`config.mk`:
```
export PLATFORM = sky130hd
export DESIGN_NAME = usb_ep_ctrl
export DESIGN_NICKNAME = d
export VERILOG_FILES = /design/src/rtl/usb_pkg.sv /design/src/rtl/usb_ep_regs.sv /design/src/rtl/usb_ep_ctrl.sv
export SDC_FILE = /design/constraint.sdc
export NUM_CORES = 1
export LEC_CHECK = 0
export CAP_MARGIN = 20
export CORE_ASPECT_RATIO = 0.7
export CORE_MARGIN = 1.5
export CORE_UTILIZATION = 35
export CTS_CLUSTER_DIAMETER = 60
export DETAILED_ROUTE_END_ITERATION = 16
export PLACE_DENSITY = 0.64
export SYNTH_ARGS = -nofsm -noshare
export SYNTH_HDL_FRONTEND = slang
export SYNTH_SLANG_ARGS = --single-unit
```
`constraint.sdc`:
```
create_clock -name clk_48 -period 4.47 [get_ports clk_48]
set_input_delay 0.894 -clock clk_48 [delete_from_list [all_inputs] [get_ports clk_48]]
set_output_delay 0.894 -clock clk_48 [all_outputs]
set_load 0.01 [all_outputs]
```
`src/rtl/usb_pkg.sv`:
```
// rtl/usb_pkg.sv - shared handshake/command encodings for the USB endpoint controller
package usb_pkg;

    typedef enum logic [1:0] {
        HS_ACK   = 2'b00,
        HS_NONE  = 2'b01,
        HS_NAK   = 2'b10,
        HS_STALL = 2'b11
    } hs_e;

    typedef enum logic [2:0] {
        OP_ARM_IN     = 3'd0,
        OP_ARM_OUT    = 3'd1,
        OP_STALL_SET  = 3'd2,
        OP_STALL_CLR  = 3'd3,
        OP_TOGGLE_RST = 3'd4
    } cmd_op_e;

    function automatic int epw_of(input int n);
        return (n <= 1) ? 1 : $clog2(n);
    endfunction

endpackage

```
`src/rtl/usb_ep_regs.sv`:
```
// rtl/usb_ep_regs.sv - state of one endpoint: toggle, stall, IN/OUT arming and IN length
module usb_ep_regs
    import usb_pkg::*;
#(
    parameter int MAX_PKT = 64,
    parameter int LW      = 7
) (
    input  logic          clk_i,
    input  logic          rst_ni,
    input  logic          clr_i,
    input  logic          succ_i,
    input  logic          succ_in_i,
    input  logic          succ_setup_i,
    input  logic          cmd_i,
    input  logic [2:0]    cmd_op_i,
    input  logic [LW-1:0] cmd_len_i,
    output logic          toggle_o,
    output logic          stall_o,
    output logic          in_armed_o,
    output logic          out_armed_o,
    output logic [LW-1:0] in_len_o
);

    localparam logic [LW-1:0] MAX_LEN = LW'(MAX_PKT);

    logic          toggle_q, toggle_d;
    logic          stall_q, stall_d;
    logic          in_armed_q, in_armed_d;
    logic          out_armed_q, out_armed_d;
    logic [LW-1:0] in_len_q, in_len_d;

    // A completed transaction has priority; the top rejects a same-endpoint command
    always_comb begin
        toggle_d    = toggle_q;
        stall_d     = stall_q;
        in_armed_d  = in_armed_q;
        out_armed_d = out_armed_q;
        in_len_d    = in_len_q;
        if (succ_i) begin
            if (succ_setup_i) begin
                toggle_d    = 1'b1;
                stall_d     = 1'b0;
                out_armed_d = 1'b0;
            end else begin
                toggle_d = !toggle_q;
                if (succ_in_i) begin
                    in_armed_d = 1'b0;
                end else begin
                    out_armed_d = 1'b0;
                end
            end
        end else if (cmd_i) begin
            case (cmd_op_e'(cmd_op_i))
                OP_ARM_IN: begin
                    in_armed_d = 1'b1;
                    in_len_d   = (cmd_len_i > MAX_LEN) ? MAX_LEN : cmd_len_i;
                end
                OP_ARM_OUT:    out_armed_d = 1'b1;
                OP_STALL_SET:  stall_d = 1'b1;
                OP_STALL_CLR: begin
                    stall_d  = 1'b0;
                    toggle_d = 1'b0;
                end
                OP_TOGGLE_RST: toggle_d = 1'b0;
                default: ;
            endcase
        end
        if (clr_i) begin
            toggle_d    = 1'b0;
            stall_d     = 1'b0;
            in_armed_d  = 1'b0;
            out_armed_d = 1'b0;
            in_len_d    = '0;
        end
    end

    always_ff @(posedge clk_i or negedge rst_ni) begin
        if (!rst_ni) begin
            toggle_q    <= 1'b0;
            stall_q     <= 1'b0;
            in_armed_q  <= 1'b0;
            out_armed_q <= 1'b0;
            in_len_q    <= '0;
        end else begin
            toggle_q    <= toggle_d;
            stall_q     <= stall_d;
            in_armed_q  <= in_armed_d;
            out_armed_q <= out_armed_d;
            in_len_q    <= in_len_d;
        end
    end

    assign toggle_o    = toggle_q;
    assign stall_o     = stall_q;
    assign in_armed_o  = in_armed_q;
    assign out_armed_o = out_armed_q;
    assign in_len_o    = in_len_q;

endmodule

```
`src/rtl/usb_ep_ctrl.sv`:
```
// rtl/usb_ep_ctrl.sv - USB device endpoint controller: handshakes, packet buffer access, app commands/events
module usb_ep_ctrl
    import usb_pkg::*;
#(
    parameter int NUM_EP  = 4,
    parameter int MAX_PKT = 64,
    localparam int EPW    = epw_of(NUM_EP),
    localparam int BAW    = $clog2(MAX_PKT),
    localparam int LW     = BAW + 1
) (
    input  logic               clk_48,
    input  logic               rst_n,
    input  logic               usb_rst,
    input  logic               transaction_active,
    input  logic [3:0]         endpoint,
    input  logic               direction_in,
    input  logic               setup,
    input  logic               success,
    input  logic               data_strobe,
    input  logic [7:0]         data_out,
    output logic               data_toggle,
    output logic [1:0]         handshake,
    output logic [7:0]         data_in,
    output logic               data_in_valid,
    output logic [EPW+BAW-1:0] ram_addr,
    output logic               ram_we,
    output logic [7:0]         ram_wdata,
    input  logic [7:0]         ram_rdata,
    input  logic               cmd_valid,
    input  logic [2:0]         cmd_op,
    input  logic [3:0]         cmd_ep,
    input  logic [LW-1:0]      cmd_len,
    output logic               cmd_err,
    input  logic [NUM_EP-1:0]  ep_enable,
    output logic               evt_valid,
    output logic [3:0]         evt_ep,
    output logic               evt_in,
    output logic               evt_setup,
    output logic [LW-1:0]      evt_len,
    output logic               evt_ovf
);

    localparam logic [4:0]    NUM_EP_L = 5'(NUM_EP);
    localparam logic [LW-1:0] MAX_LEN  = LW'(MAX_PKT);

    logic [NUM_EP-1:0] tog_v, stall_v, in_armed_v, out_armed_v;
    logic [LW-1:0]     in_len_v [NUM_EP];

    logic               ta_q;
    logic               abort_q, abort_d;
    logic [LW-1:0]      idx_q, idx_d;
    logic               ovf_q, ovf_d;
    logic               we_q, we_d;
    logic [EPW+BAW-1:0] waddr_q, waddr_d;
    logic [7:0]         wdata_q, wdata_d;
    logic               cmd_err_q, cmd_err_d;
    logic               evt_valid_q, evt_valid_d;
    logic [3:0]         evt_ep_q, evt_ep_d;
    logic               evt_in_q, evt_in_d;
    logic               evt_setup_q, evt_setup_d;
    logic [LW-1:0]      evt_len_q, evt_len_d;
    logic               evt_ovf_q, evt_ovf_d;

    logic [EPW-1:0] ep_sel;
    logic           ep_ok, is_in;
    logic           cur_tog, cur_stall, cur_in_armed, cur_out_armed;
    logic [LW-1:0]  cur_in_len;
    hs_e            hs;
    logic           rise, full, strobe_ok, ovf_cur, ovf_nxt;
    logic [LW-1:0]  idx_cur, idx_nxt;
    logic           succ_apply, cmd_bad, cmd_accept;

    always_comb begin
        ep_sel        = endpoint[EPW-1:0];
        ep_ok         = ({1'b0, endpoint} < NUM_EP_L) && ep_enable[ep_sel];
        is_in         = direction_in && !setup;
        cur_tog       = 1'b0;
        cur_stall     = 1'b0;
        cur_in_armed  = 1'b0;
        cur_out_armed = 1'b0;
        cur_in_len    = '0;
        if (ep_ok) begin
            cur_tog       = tog_v[ep_sel];
            cur_stall     = stall_v[ep_sel];
            cur_in_armed  = in_armed_v[ep_sel];
            cur_out_armed = out_armed_v[ep_sel];
            cur_in_len    = in_len_v[ep_sel];
        end
        if (!ep_ok) begin
            hs = HS_NONE;
        end else if (setup) begin
            hs = HS_ACK;
        end else if (cur_stall) begin
            hs = HS_STALL;
        end else if (is_in) begin
            hs = cur_in_armed ? HS_ACK : HS_NAK;
        end else begin
            hs = cur_out_armed ? HS_ACK : HS_NAK;
        end
    end

    // The rising edge of transaction_active restarts the byte index in the same cycle
    always_comb begin
        rise       = transaction_active && !ta_q;
        idx_cur    = rise ? '0 : idx_q;
        ovf_cur    = rise ? 1'b0 : ovf_q;
        full       = (idx_cur == MAX_LEN);
        strobe_ok  = data_strobe && transaction_active && ep_ok && !abort_q;
        idx_nxt    = idx_cur + {{(LW-1){1'b0}}, (strobe_ok && !full)};
        ovf_nxt    = ovf_cur || (strobe_ok && full && !is_in);
        succ_apply = success && !abort_q && (hs == HS_ACK);
        cmd_bad    = cmd_valid && (({1'b0, cmd_ep} >= NUM_EP_L) ||
                     ((transaction_active || success) && (cmd_ep == endpoint)));
        cmd_accept = cmd_valid && !cmd_bad;

        abort_d     = abort_q && transaction_active;
        idx_d       = idx_nxt;
        ovf_d       = ovf_nxt;
        we_d        = strobe_ok && !is_in && !full;
        waddr_d     = {ep_sel, idx_cur[BAW-1:0]};
        wdata_d     = data_out;
        cmd_err_d   = cmd_bad;
        evt_valid_d = succ_apply;
        evt_ep_d    = evt_ep_q;
        evt_in_d    = evt_in_q;
        evt_setup_d = evt_setup_q;
        evt_len_d   = evt_len_q;
        evt_ovf_d   = evt_ovf_q;
        if (succ_apply) begin
            evt_ep_d    = endpoint;
            evt_in_d    = is_in;
            evt_setup_d = setup;
            evt_len_d   = is_in ? cur_in_len : idx_nxt;
            evt_ovf_d   = ovf_nxt;
        end
        if (usb_rst) begin
            abort_d     = transaction_active;
            idx_d       = '0;
            ovf_d       = 1'b0;
            we_d        = 1'b0;
            cmd_err_d   = 1'b0;
            evt_valid_d = 1'b0;
            evt_ep_d    = '0;
            evt_in_d    = 1'b0;
            evt_setup_d = 1'b0;
            evt_len_d   = '0;
            evt_ovf_d   = 1'b0;
        end
    end

    // abort_q resets high so a transaction already in flight at reset release never completes
    always_ff @(posedge clk_48 or negedge rst_n) begin
        if (!rst_n) begin
            ta_q        <= 1'b0;
            abort_q     <= 1'b1;
            idx_q       <= '0;
            ovf_q       <= 1'b0;
            we_q        <= 1'b0;
            waddr_q     <= '0;
            wdata_q     <= '0;
            cmd_err_q   <= 1'b0;
            evt_valid_q <= 1'b0;
            evt_ep_q    <= '0;
            evt_in_q    <= 1'b0;
            evt_setup_q <= 1'b0;
            evt_len_q   <= '0;
            evt_ovf_q   <= 1'b0;
        end else begin
            ta_q        <= transaction_active;
            abort_q     <= abort_d;
            idx_q       <= idx_d;
            ovf_q       <= ovf_d;
            we_q        <= we_d;
            waddr_q     <= waddr_d;
            wdata_q     <= wdata_d;
            cmd_err_q   <= cmd_err_d;
            evt_valid_q <= evt_valid_d;
            evt_ep_q    <= evt_ep_d;
            evt_in_q    <= evt_in_d;
            evt_setup_q <= evt_setup_d;
            evt_len_q   <= evt_len_d;
            evt_ovf_q   <= evt_ovf_d;
        end
    end

    for (genvar i = 0; i < NUM_EP; i++) begin : g_ep
        localparam logic [3:0] EP_ID = 4'(i);
        usb_ep_regs #(
            .MAX_PKT (MAX_PKT),
            .LW      (LW)
        ) u_regs (
            .clk_i        (clk_48),
            .rst_ni       (rst_n),
            .clr_i        (usb_rst),
            .succ_i       (succ_apply && (endpoint == EP_ID)),
            .succ_in_i    (is_in),
            .succ_setup_i (setup),
            .cmd_i        (cmd_accept && (cmd_ep == EP_ID)),
            .cmd_op_i     (cmd_op),
            .cmd_len_i    (cmd_len),
            .toggle_o     (tog_v[i]),
            .stall_o      (stall_v[i]),
            .in_armed_o   (in_armed_v[i]),
            .out_armed_o  (out_armed_v[i]),
            .in_len_o     (in_len_v[i])
        );
    end

    assign handshake     = hs;
    assign data_toggle   = ep_ok && !setup && cur_tog;
    assign data_in       = ram_rdata;
    assign data_in_valid = transaction_active && ep_ok && is_in && cur_in_armed &&
                           !cur_stall && (idx_cur < cur_in_len);
    assign ram_addr      = we_q ? waddr_q : {ep_sel, idx_cur[BAW-1:0]};
    assign ram_we        = we_q;
    assign ram_wdata     = wdata_q;
    assign cmd_err       = cmd_err_q;
    assign evt_valid     = evt_valid_q;
    assign evt_ep        = evt_ep_q;
    assign evt_in        = evt_in_q;
    assign evt_setup     = evt_setup_q;
    assign evt_len       = evt_len_q;
    assign evt_ovf       = evt_ovf_q;

endmodule
```
==> results summary, run 1 <==
In this run the tool buffered the top-level ports with 75 buffer cells. At the end of routability-driven placement, the weighted congestion stood at 0.8235. Setup repair after global routing left no endpoint under its margin. For this run, the detailed router's first-pass iteration total came to 4.

The synthesized design contains 0 enable-type register cells. The pin count of the biggest net entering global routing came out at 88. For this run the aggregate overflow at the end of global routing stands at 0. The count of buffers added by post-CTS timing repair for setup is 0. Prior to clock tree synthesis, the placed netlist has a worst setup slack of -0.6787 ns. The number of hold buffers added after cts is 0. The setup clock skew after layout is 0.005251 ns. During synthesis, Yosys emitted a total of 0 warnings. The number of antenna diodes is 0. The worst hold path startpoint is g_ep[2].u_regs.in_len_o[1]. The cell area after technology mapping came out at 4438 um^2. The area of combinational cells with multiple inputs came out at 2090 um^2. The achievable frequency came out at 0.2297 GHz. STA classifies the critical path startpoint as an input pin. Summed over all instances, the cell type with the most area after synthesis is dfrtp_1.

The net count of the mapped netlist is 477. In this run the worst setup path begins at ep_enable[3]. Row generation in the floorplan step produced 34 rows. The share of flip-flops with an asynchronous set or reset after synthesis is 100.0%. The worst hold margin came out at 0.4788 ns. The maximum clock path buffer count is 2.

The time the worst path needs with I/O delays and setup is 4.353 ns. The CTS buffer count is 9. The later pin in the worst-skew pair is clocked with a latency of 0.34 ns. The cell count after synthesis is 422. The fraction of layout instances using a drive strength above 1 is 16.67%.

The number of maximum-capacitance violations is 0. The total leakage power is 2.488 nW. Across all setup checks in the final design, the least slack found is 0.1171 ns. At the end of the flow the core is filled with cells to 47.08%.

The final count of hold timing violations is 0. During I/O placement, the number of pins put on the boundary was 92. Fill cells in the final layout number 1138. The area added between synthesis and finish is 31.32%. For this block, the initial DRC count from the detailed router was 216.

The cell area after layout came out at 5828 um^2. The CTS sink count came out at 87. The number of global-route vias before repair was 3611.

In this run the biggest area consumer among cell types represents 48.49% of the synthesized area. After detailed routing, the number of remaining DRC violations is 0. For the pin with the worst max-slew slack, the measured transition is 0.6742 ns. Once placement completed, the tool counted placed cells totaling 661. The net count of the finished layout is 566. The detail route stage leaves a number of antenna-violating nets equal to 0. The slowest stage of the critical path belongs to the cell mux4_2.

The initial utilization of the core area, before any placement, comes to 35.85%. The most frequently used flop master after synthesis is dfrtp_1. The ratio of total power to cell area came out at 333.9 nW/um^2.

The first-pass GRT wire length is 18.89 mm. Once placement finished, the instance area stood at 5464 um^2. The number of different library cells in the post-synthesis netlist is 54.

The count of H-tree levels built during CTS is 3. The arrival time at the worst endpoint came out at 3.46 ns. The classification of the worst-slack hold path is reg -> reg. The half-perimeter wire length after detailed placement came out at 8.494 mm. The largest stage delay on the critical path is 0.49 ns. The setup violation total in the final timing report is 0. The largest fanout on the critical path came out at 5. The startpoint identified for the worst register-to-register timing path is idx_q[4]. The register bit count reported by yosys is 87. Dividing the detail-routed wire length by the instance count gives 16.93 um.

The category of the worst setup path capture point is an output pin. The area of the placeable core came out at 12380 um^2. The total count of max-transition violations in the final report was 0. The count of cells in the finished layout, fillers not included, comes to 678. The vertical die dimension is 97.21 um. The CTS tree is built. Registers take 2178 um^2.

In this run the mean area of a mapped cell was 10.52 um^2. The data required time of the critical path is 3.58 ns. The clock-pin transition on the worst setup and hold timing paths came out at 0.06 ns. The part of the Yosys area used for sequential elements came out at 49.08%. In this run the clock root is driven by a clkbuf_16.

The start-to-end type of the worst setup path is in -> out. The number of antenna violations at the first check in global routing came out at 0. Across the VDD grid, the largest voltage drop is 0.0001796 V.

After synthesis, the cell types taking the most area are dfrtp_1 48%, mux4_2 6.1%, nand2_1 4.7%. Global routing consumed, over all layers together, 18.43% of the routing resources. The die covers 13380 um^2.

The signal on the critical path passes through clkdlybuf4s50_1 > mux4_2 > and2_1 > o211ai_1 > ha_1 > and4_1 > a2111oi_2 > nand3_1 > a31oi_2 > clkbuf_2. Detailed routing inserted a total of 3564 vias. The total detailed-routing wirelength came out at 11.48 mm.

The run finished with clean final reports. The die is 137.6 um wide. The final period utilization is 97.38%. For the final routed database, the setup TNS stands at 0 ns. The average via count per standard cell came out at 5.257. The post-layout total power came out at 1.946 mW. The headroom to the max-slew limit is 54.95%.
## cell type report
cell class | instances | share of cell area (%)
multi-input cells | 298 | 35.85
repair buffers | 107 | 16.98
clock inverters | 6 | 1.868
inverters | 8 | 0.5152
clock buffers | 10 | 3.929
flip-flops and latches | 87 | 37.38
well taps | 162 | 3.478
## power breakdown
group | leakage (nW) | internal [mW] | switching (mW)
combinational | 1.17 | 0.119 | 0.127
sequential | 1.15 | 0.824 | 0.0242
clock | 0.167 | 0.546 | 0.306
total | 2.49 | 1.49 | 0.457
## flip-flops by register name, indices dropped and copies added (netlist names), 4 cells and up
signal and flops:
evt_ep 4, evt_len 7, g_ep.u_regs.in_armed_o 4, g_ep.u_regs.in_len_o 28, g_ep.u_regs.out_armed_o 4, g_ep.u_regs.stall_o 4, g_ep.u_regs.toggle_o 4, idx_q 7
ram_wdata 8, waddr_q 8
## repair_timing
| item | 4_1_cts | 5_1_grt |
|---|---|---|
| resized for setup | 7 | 2 |
| pin swaps | 0 | 0 |
| endpoints found under the setup margin | 1 | 1 |
## worst paths after layout
path / endpoint / slack, ns / cells past startpoint
worst max register to register: evt_len[4] / 1.94 / 10
worst min-delay path: g_ep[2].u_regs.in_len_o[1] / 0.48 / 2
min in group asynchronous: waddr_q[1] / 0.56 / 1
worst min register to register: g_ep[2].u_regs.in_len_o[1] / 0.48 / 2
worst max-delay path: data_in_valid / 0.12 / 10
max in group asynchronous: abort_q / 3.21 / 2
## cells by family after synthesis
kind of cell | Yosys count | synth area share (%)
buffers and inverters | 37 | 4.116
adders and majority gates | 8 | 2.256
muxes | 35 | 11.56
xor gates and xnor gates | 7 | 1.381
AOI/OAI and AO/OA | 95 | 14.10
and+or+nand+nor | 153 | 17.51
DFF | 87 | 49.08
## critical path: cells and delay by family
family,cells,cell delay (ns)
AOI/OAI and AO/OA,3,0.67
adders and majority gates,1,0.26
buffers and inverters,2,0.56
muxes,1,0.49
and+or+nand+nor,3,0.57
## layout by cell type, fill, tap and decap left out, types with 3 or more instances in the layout
cell type | netlist | final
a211oi_1 | 3 | 3
a21o_1 | 6 | 6
a21oi_1 | 12 | 12
a2bb2oi_1 | 3 | 3
a311oi_1 | 3 | 3
a31oi_1 | 6 | 5
a41oi_1 | 3 | 3
and2_1 | 7 | 7
and3_1 | 4 | 4
buf_4 | 10 | 32
bufinv_16 | 0 | 3
clkbuf_16 | 0 | 9
clkdlybuf4s50_1 | 0 | 70
dfrtp_1 | 86 | 86
ha_1 | 8 | 8
inv_1 | 7 | 7
mux2_2 | 10 | 10
mux2i_1 | 13 | 13
mux4_2 | 12 | 12
nand2_1 | 56 | 56
nand2b_1 | 9 | 9
nand3_1 | 11 | 11
nor2_1 | 28 | 28
nor2b_1 | 11 | 11
nor3_1 | 6 | 6
nor3b_1 | 5 | 5
o211ai_1 | 4 | 4
o21a_1 | 3 | 3
o21ai_0 | 39 | 39
xnor2_1 | 5 | 5
## per-layer routing
layer / share of wire (%) / track usage (%) / vias up
met2: 45 / 27.92 / 102
met4: 1.0 / 4.858 / 0
li1: - / - / 1683
met1: 48 / 26.43 / 1771
met5: 0 / 0 / -
met3: 6.2 / 4.278 / 8
## cell usage after synthesis (7+ instances only)
master,number
dfrtp_1,86
nand2_1,56
o21ai_0,39
nor2_1,28
mux2i_1,13
a21oi_1,12
clkbuf_1,12
mux4_2,12
nand3_1,11
nor2b_1,11
buf_4,10
mux2_2,10
nand2b_1,9
ha_1,8
and2_1,7
inv_1,7
No activity file was read; power rests on OpenSTA's default activity.
==> run 2, diff against run 1 <==
--- a/config.mk
+++ b/config.mk
@@ -5,13 +5,14 @@
 export SDC_FILE = /design/constraint.sdc
 export NUM_CORES = 1
 export LEC_CHECK = 0
+export ABC_CLOCK_PERIOD_IN_PS = 4470
 export CAP_MARGIN = 20
 export CORE_ASPECT_RATIO = 0.7
 export CORE_MARGIN = 1.5
-export CORE_UTILIZATION = 35
+export CORE_UTILIZATION = 51
 export CTS_CLUSTER_DIAMETER = 60
 export DETAILED_ROUTE_END_ITERATION = 16
-export PLACE_DENSITY = 0.64
+export PLACE_DENSITY = 0.86
 export SYNTH_ARGS = -nofsm -noshare
 export SYNTH_HDL_FRONTEND = slang
 export SYNTH_SLANG_ARGS = --single-unit
==> run 2 against run 1 <==
  * Combinational power hardly changed
  * Critical path depth stayed put
  * Sequential share of layout area is 0.72 points higher
  * Cell count is 6.6% lower
  * Worst setup slack worse by 0.00092 ns
  * Design area is 1.9% lower
  * Highest routed layer unchanged
==> results summary, run 2 (same netlist as run 1, synthesis figures left out) <==
The first-pass GRT wire length is 18.25 mm (-3.4%). The total of fill cells in the finished design is 669 (-41%). The ratio of total power to cell area came out at 318.4 nW/um^2 (-4.7%). The worst hold margin came out at 0.4826 ns (+0.003809 ns). The count of H-tree levels built during CTS came out at 3 (unchanged). The maximum resistive drop on vdd is 0.0001880 V (+4.6%). The setup clock skew after layout is 0.007921 ns (+0.002670 ns). The number of antenna violations at the first check in global routing was 0 (unchanged). The time the worst path needs with I/O delays and setup came out at 4.354 ns (+0.0009240 ns). The number of flip-flops under the largest register name is 28 (unchanged).

The utilization of the core after routing is 67.72% (+21 points). The slowest stage of the critical path belongs to the cell mux4_2. The fraction of layout instances using a drive strength above 1 is 16.18% (-0.49 points). The worst register-to-register path ends at evt_len[4]. The critical path's top delay family is buffers and inverters.

The final-stage net count was 564 (-0.35%). The average wire per cell in the routed design was 18.01 um (+6.4%). The depth of the most critical reg-to-reg path came out at 10 (unchanged). The number of antenna diodes came out at 0 (unchanged). The arrival time at the worst endpoint is 3.46 ns (about the same). The sum of met3 wire segment lengths after detailed routing is 917 um (+29%). The total detailed-routing wirelength was 11.40 mm (-0.71%). The number of port buffers came out at 75 (unchanged).

The global placer's final weighted congestion is 0.8522 (+3.5%). The clock latency of the later-clocked register in the worst-skew pair is 0.34 ns (about the same). In this run the worst setup path begins at ep_enable[3]. The overall die area is 9279 um^2 (-31%). The headroom to the max-slew limit came out at 34.51% (-20 points). The CTS buffer count is 9 (unchanged).

In this run the worst hold path is classified as reg -> reg. The critical path goes through clkdlybuf4s50_1 > mux4_2 > and2_4 > o211ai_1 > ha_1 > and4_1 > a2111oi_2 > nand3_1 > a31oi_2 > clkdlybuf4s15_2. The top cell types in the final layout, fill and taps aside, are 86 x dfrtp_1, 70 x clkdlybuf4s50_1, 56 x nand2_1. The total stage count of the critical path is 10 (unchanged). The number of hold buffers added after cts came to 0 (unchanged).

The pin count of the biggest net entering global routing came out at 88 (unchanged). The initial core utilization was 52.56% (+17 points). The worst register-to-register path begins at idx_q[4]. The total number of placement rows came out at 28 (-18%).

The number of ports placed on the die boundary was 92 (unchanged). The slew at the pin closest to its max-slew limit came out at 0.9823 ns (+0.3081 ns). In this run the worst setup path terminates at data_in_valid. The number of buffer and inverter instances along the worst setup path is 2 (unchanged). The register-to-register path setup slack was 1.98 ns (+0.04 ns). The final period utilization was 97.40% (about the same).

The area of the placeable core is 8443 um^2 (-32%). The run finished with clean final reports. The CTS sink count is 87 (unchanged). The area of combinational cells with multiple inputs is 2092 um^2 (+0.12%). The number of global-route vias before repair is 3643 (+0.89%). From synthesis to final layout, the design area changed by 28.84%.

The x dimension of the die came out at 114.5 um (-17%). The data required time of the critical path is 3.58 ns (about the same). The maximum clock path buffer count was 2 (unchanged).

TritonCTS built the clock tree. The post-layout total power is 1.820 mW (-6.5%). The number of nets still failing antenna checks after routing came out at 0 (unchanged). The worst setup path is captured at an output pin.

The storage element area is 2178 um^2 (unchanged). The global route total overflow was 0 (unchanged). The vertical die dimension came out at 81.05 um (-17%). The total leakage power came to 2.453 nW (-1.4%). The iteration-0 DRC count of the detailed router came out at 280 (+30%).

The clock-pin transition on the worst setup and hold timing paths came out at 0.06 ns (about the same). The setup violation total in the final timing report came out at 0 (unchanged). The largest fanout on the critical path came to 5 (unchanged).

The global-route usage over all layers is 25.99% (+7.6 points). The met2 wire length is 5.299 mm (+2.3%). The number of maximum-capacitance violations came out at 0 (unchanged). Leaving out fill and tap cells, the most frequent cell in the layout is dfrtp_1. The setup TNS was 0 ns (unchanged). The total count of max-transition violations in the final report is 0 (unchanged). STA classifies the critical path startpoint as an input pin. The achievable frequency came to 0.2297 GHz (about the same). The met1 wire length came out at 4.888 mm (-11%).

The average via count per standard cell is 5.847 (+11%). The final cell count without fillers came to 633 (-6.6%). The highest metal layer carrying signal wires in the routed design is met4. The number of remaining DRC errors was 0 (unchanged).

The number of cells after detailed placement is 616 (-6.8%). The largest stage delay on the critical path is 0.49 ns (about the same). Setup repair after global routing left no endpoint under its margin. The worst setup path is of the in -> out kind. The number of vias after detailed routing came to 3701 (+3.8%).

The final count of hold timing violations is 0 (unchanged). The detailed-routing iteration count for the pre-antenna-repair pass is 5 (+1). The tree is rooted in a clkbuf_16. The half-perimeter wire length after detailed placement came out at 8.199 mm (-3.5%).
## run 2: worst min path at each step
stage               cells after the start                  startpoint                          to  slack [ns]
floorplan                               2  g_ep[2].u_regs.in_len_o[5]  g_ep[2].u_regs.in_len_o[5]        0.44
global placement                        2  g_ep[0].u_regs.in_len_o[1]  g_ep[0].u_regs.in_len_o[1]        0.46
detailed placement                      2  g_ep[1].u_regs.in_len_o[0]  g_ep[1].u_regs.in_len_o[0]        0.47
CTS                                     2  g_ep[1].u_regs.in_len_o[0]  g_ep[1].u_regs.in_len_o[0]        0.48
global route                            2  g_ep[2].u_regs.in_len_o[5]  g_ep[2].u_regs.in_len_o[5]        0.51
finish                                  2  g_ep[1].u_regs.in_len_o[0]  g_ep[1].u_regs.in_len_o[0]        0.48
## run 2: what timing repair did
action	CTS	global route
endpoints found under the hold margin	0	0
buffers inserted	0	0
gates resized for setup	6	4
endpoints found under the setup margin	2	1
pin swaps	0	1
## run 2: worst register-to-register path, delay by kind of cell (launching register included)
| kind | cells | cell delay [ns] |
|---|---|---|
| xor+xnor | 1 | 0.09 |
| flops | 1 | 0.42 |
| fa+ha+maj | 2 | 0.42 |
| compound gates | 1 | 0.11 |
| simple gates | 6 | 1.36 |
## run 2: layer usage
layer,up-vias,GRT usage (%)
li1,1683,-
met1,1801,33.59
met2,182,43.29
met3,35,5.896
met4,0,10.00
met5,-,0
## run 2: area by class of cell
cell class                 instances  share of cell area (%)
clock buffer                      11                   4.070
multi-input combinational        298                   36.59
timing repair buffer             105                   17.26
sequential                        87                   38.10
tap                              120                   2.626
inverter                           8                  0.5252
clock inverter                     4                  0.8315
## run 2: power breakdown
group          switching, mW  total (mW)  internal (mW)
Sequential            0.0280       0.852          0.824
Combinational          0.128       0.247          0.119
Clock                  0.293       0.721          0.428
## run 2: per-stage QoR
step | setup WS [ns] | cell area [um^2]
after floorplan | 0.5554 | 4438
after global placement | -0.5365 | 5389
after detailed placement | -0.5812 | 5389
after CTS | 0.01104 | 5669
after global routing | 0.02326 | 5718
final | 0.1162 | 5718
